### src/rtl/level_debounce_pulse_synch.sv
// level_debounce_pulse_synch: debounces an async level into a clean level plus one-cycle rise/fall pulses
module level_debounce_pulse_synch #(
  parameter int par_T_debounce_bits = 7,
  parameter int par_T_debounce_val  = 64
) (
  input  logic i_clk,
  input  logic i_rst,
  input  logic i_x,
  output logic o_level,
  output logic o_rise,
  output logic o_fall
);
  typedef enum logic [1:0] {
    ST_LOW       = 2'b00,
    ST_RISE_WAIT = 2'b01,
    ST_HIGH      = 2'b11,
    ST_FALL_WAIT = 2'b10
  } state_t;
  localparam logic [par_T_debounce_bits-1:0] c_tmax = par_T_debounce_bits'(par_T_debounce_val - 1);
  logic s_meta, s_sync;
  state_t pr, nx;
  logic [par_T_debounce_bits-1:0] s_t;
  always_ff @(posedge i_clk) begin
    if (i_rst) begin
      s_meta <= 1'b0;
      s_sync <= 1'b0;
      pr     <= ST_LOW;
      s_t    <= '0;
      o_rise <= 1'b0;
      o_fall <= 1'b0;
    end else begin
      s_meta <= i_x;
      s_sync <= s_meta;
      pr     <= nx;
      s_t    <= (pr != nx) ? '0 : (s_t >= c_tmax) ? c_tmax : s_t + 1'b1;
      o_rise <= (pr == ST_RISE_WAIT) && (nx == ST_HIGH);
      o_fall <= (pr == ST_FALL_WAIT) && (nx == ST_LOW);
    end
  end
  // a glitch back to the held level outranks timer expiry
  always_comb begin
    nx = ST_LOW;
    case (pr)
      ST_LOW:       nx = s_sync ? ST_RISE_WAIT : ST_LOW;
      ST_RISE_WAIT: nx = !s_sync ? ST_LOW : (s_t >= c_tmax) ? ST_HIGH : ST_RISE_WAIT;
      ST_HIGH:      nx = !s_sync ? ST_FALL_WAIT : ST_HIGH;
      ST_FALL_WAIT: nx = s_sync ? ST_HIGH : (s_t >= c_tmax) ? ST_LOW : ST_FALL_WAIT;
      default:      nx = ST_LOW;
    endcase
  end
  assign o_level = (pr == ST_HIGH) || (pr == ST_FALL_WAIT);
endmodule

### config.mk
export PLATFORM = sky130hd
export DESIGN_NAME = level_debounce_pulse_synch
export DESIGN_NICKNAME = d
export VERILOG_FILES = /design/src/rtl/level_debounce_pulse_synch.sv
export SDC_FILE = /design/constraint.sdc
export NUM_CORES = 1
export LEC_CHECK = 0
export BUFFER_PORTS_ARGS = -buffer_cell sky130_fd_sc_hd__buf_2
export CORE_AREA = 2 2 39 41
export DETAILED_ROUTE_END_ITERATION = 16
export DIE_AREA = 0 0 41 43
export GPL_TIMING_DRIVEN = 0
export MAX_ROUTING_LAYER = met4
export PLACE_DENSITY = 0.61
export REMOVE_ABC_BUFFERS = 1
export SKIP_LAST_GASP = 1
export SYNTH_ARGS = -nofsm -noshare
export SYNTH_HDL_FRONTEND = slang
export SYNTH_SLANG_ARGS = --single-unit
### constraint.sdc
create_clock -name i_clk -period 1.4 [get_ports i_clk]
set_clock_uncertainty 0.05 [all_clocks]
set_input_delay 0.28 -clock i_clk [delete_from_list [all_inputs] [get_ports i_clk]]
set_output_delay 0.28 -clock i_clk [all_outputs]
set_load 0.02 [all_outputs]
==> key figures <==
Status
  • Status: finished with violations
  • Failing checks: setup timing

Cells and area
  • Share of cells above drive strength 1: 33.3%
  • Design area: slightly below 700 µm²
  • Final cell count without fillers: 82
  • Filler cells: between 100 and 150
  • Seq. cell area: roughly 270 µm²
  • Area of the multi-input gates: ~310 µm²
  • Nets: between 70 and 80
  • Area growth syn-to-layout: 19.3%
  • # diodes: 0

Worst setup path
  • Crit path arrival time: approximately 1.6 ns
  • CP startpoint: s_t[1]$_SDFF_PP0_
  • CP required: 1.52 ns
  • Crit end category: flop
  • CP Max Fanout: 10
  • Largest stage delay on the critical path: roughly 0.37 ns
  • Critical R2R Launch: s_t[1]$_SDFF_PP0_
  • WS Path Type: flop to flop
  • Crit-path cells: ha_4 -> a21o_1 -> a31oi_4 -> buf_12 -> mux2i_1 -> a21oi_1
  • Slowest CP cell: dfxtp_4
  • Startpoint class of the critical path: flop

Timing
  • RSZ-0062 raised after global routing: true
  • Hold Vio Cnt, Final: 0
  • Final Worst Setup Slack: -0.0577 ns
  • Final setup vio count: 2
  • Fin crit period: between 1 and 1.5 ns
  • Max Freq: around 0.69 GHz
  • Slew Viols, Final: 0
  • Setup_tns: -0.0822 ns
  • Crit share post-route: 104%

Clock tree
  • Clock root buffer: clkbuf_4
  • Worst-Skew Late Latency: between 0.2 and 0.3 ns
  • Clock Pin Slew Worst Setup and Hold Paths: ~0.080 ns
  • Clock Sinks: 13
  • CTS Buf Count: 3
  • H-tree levels: 1
  • Clk buf depth: 2
  • CTS tree: done

GRT
  • Pin count of the biggest net entering global routing: 13
  • Initial antenna violation count: 0
  • Total gr overflow: 0
  • Global router's overall resource usage: approximately 15%
  • First-pass GRT wire length: around 1700 µm
  • Vias in the first global route: ~380

Run
  • Max Cap Viol: 0

Route
  • Number of vias in the routed layout: 447
  • Drt drc: 0
  • First-pass iteration count of the detailed router: 4
  • Vias/cell: around 5.5
  • Initial DRC count: 12
  • Wirelength per Cell: between 10 and 15 µm
  • Routed Antenna Nets: 0
  • Post-Route WL: ~1000 µm

Power and ir drop
  • Switching Share: approximately a quarter
  • Pwr Density: 1060 nW/µm²
  • Comb pwr share: roughly an eighth
  • Clock share of power: between 30 and 40%
  • Psw: approximately 0.19 mW
  • Flop pwr share: 55.5%
  • Cell-internal power: about 0.55 mW
  • Maximum VDD drop: around 0.54 mV
  • Pleak: 0.268 nW
  • Power Total: 0.740 mW

Synthesis
  • Yosys reg bits: 13
  • Synth unique cells: 26
  • Seq/Total Area, Yosys: 44.6%
  • Mapped Cells: 57
  • Top cells by area, synth: dfxtp_1, o211ai_1, a21oi_1
  • Synth Warn #: 0
  • Post-Syn Area per Cell: between 10 and 15 µm²
  • Post-synth top area cell: dfxtp_1
  • Area of the mapped netlist: 583 µm²
  • Yosys top cell area share: 44.6%

Hold path
  • HP Class: primary input to flop
  • Startpoint of the worst hold path: i_x

Placed design
  • DP HPWL: between 600 and 700 µm
  • # port buffers: 5
  • Placer Congestion: a little under 0.8
  • Placed inst area: about 600 µm²
  • Placed instance count: 74

Floorplanning
  • CORE AREA: approximately 1400 µm²
  • Initial Utilization: between 40% and 50%
  • I/O pin total: 6
  • Die area: 1760 µm²
  • Die Height: about 43 µm
  • Die width: between 40 and 50 µm
  • FP Rows: 14
[area by class of cell]
class	count	share of cell area [%]
clock buffers	4	3.78
inverters	2	1.08
multi-input cells	38	43.9
flip-flops and latches	13	38.1
well taps	16	2.88
repair buffers	9	10.3
[routing by layer]
metal | vias up | GRT usage (%) | routed length, µm
met5 | - | - | 0
met3 | 4 | 3.14 | 48
met4 | 0 | 12.0 | 39
li1 | 224 | - | -
met2 | 15 | 19.1 | 458
met1 | 204 | 19.5 | 480
[worst max-delay path, delay by kind of cell, from the launching register on]
| family | cells | cell delay [ns] |
|---|---|---|
| mux | 1 | 0.18 |
| compound gates | 3 | 0.44 |
| fa+ha+maj | 1 | 0.16 |
| buf+inv | 1 | 0.15 |
| flops | 1 | 0.37 |
[logic make-up (layout without fill, tap and decap cells)]
group	Yosys count	in the layout	share of synthesized area (%)
AND/OR/NAND/NOR	13	13	15.2
multiplexers	1	1	1.72
flip-flops	13	13	44.6
buffers and inverters	6	15	6.44
AO/OA/AOI/OAI	19	19	24.7
other	1	1	0.643
adder cells (fa/ha/maj)	1	1	2.15
XOR/XNOR	3	3	4.51
[flip-flops by register name (all words and copies together) (netlist names)]
signal,flops
o_fall,1
o_rise,1
pr,2
s_meta,1
s_sync,1
s_t,7
[synth_stat cells, drive strengths merged]
| cell | count |
|---|---|
| xor2 | 1 |
| a31oi | 1 |
| xnor2 | 2 |
| a21o | 2 |
| nand3 | 3 |
| conb | 1 |
| dfxtp | 13 |
| or3 | 2 |
| o211ai | 5 |
| nor2 | 1 |
| and3 | 1 |
| a21oi | 6 |
| a211oi | 1 |
| nor4b | 1 |
| mux2i | 1 |
| and2 | 1 |
| o21ai | 3 |
| buf | 2 |
| inv | 2 |
| ha | 1 |
| nor2b | 3 |
| a311oi | 1 |
| clkbuf | 2 |
| nor3 | 1 |
[worst paths after layout]
check	slack, ns	end	depth (start not counted)
setup / recovery	-0.06	pr[1]$_SDFF_PP0_	6
hold / removal	0.16	s_meta$_SDFF_PP0_	2
setup reg to reg	-0.06	pr[1]$_SDFF_PP0_	6
hold reg to reg	0.40	s_sync$_SDFF_PP0_	1
[stage by stage]
step | hold WS [ns] | util (%) | setup WS, ns
6_report | 0.160 | 50.3 | -0.0577
2_1_floorplan | 0.295 | - | -0.0980
5_1_grt | 0.154 | 50.3 | -0.105
4_1_cts | 0.158 | 48.6 | -0.0612
3_3_place_gp | 0.369 | 43.2 | -0.217
3_5_place_dp | 0.380 | 43.2 | -0.222
[power by group through the flow]
stage | clock, mW | combinational [mW] | sequential (mW)
3_3_place_gp | 0 | 0.0623 | 0.416
3_5_place_dp | 0 | 0.0630 | 0.417
5_1_grt | 0.262 | 0.0965 | 0.413
6_report | 0.242 | 0.0875 | 0.410
4_1_cts | 0.243 | 0.0811 | 0.408
2_1_floorplan | 0 | 0.0481 | 0.413
[cells in the final DEF (no fill, tap or decap), drive strengths merged, types with 2 or more instances in the layout]
| cell type | synthesis | final |
|---|---|---|
| dfxtp | 13 | 13 |
| buf | 2 | 9 |
| a21oi | 6 | 6 |
| o211ai | 5 | 5 |
| clkbuf | 2 | 4 |
| nor2b | 3 | 3 |
| nand3 | 3 | 3 |
| o21ai | 3 | 3 |
| inv | 2 | 2 |
| or3 | 2 | 2 |
| xnor2 | 2 | 2 |
| a21o | 2 | 2 |
[repair_timing]
action | 4_1_cts | 5_1_grt
gates resized for setup | 4 | 3
pin swaps | 1 | 2
hold buffers | 0 | 0
setup buffers | 3 | 1
setup endpoints to repair | 9 | 9
No activity file was read; power rests on OpenSTA's default activity.
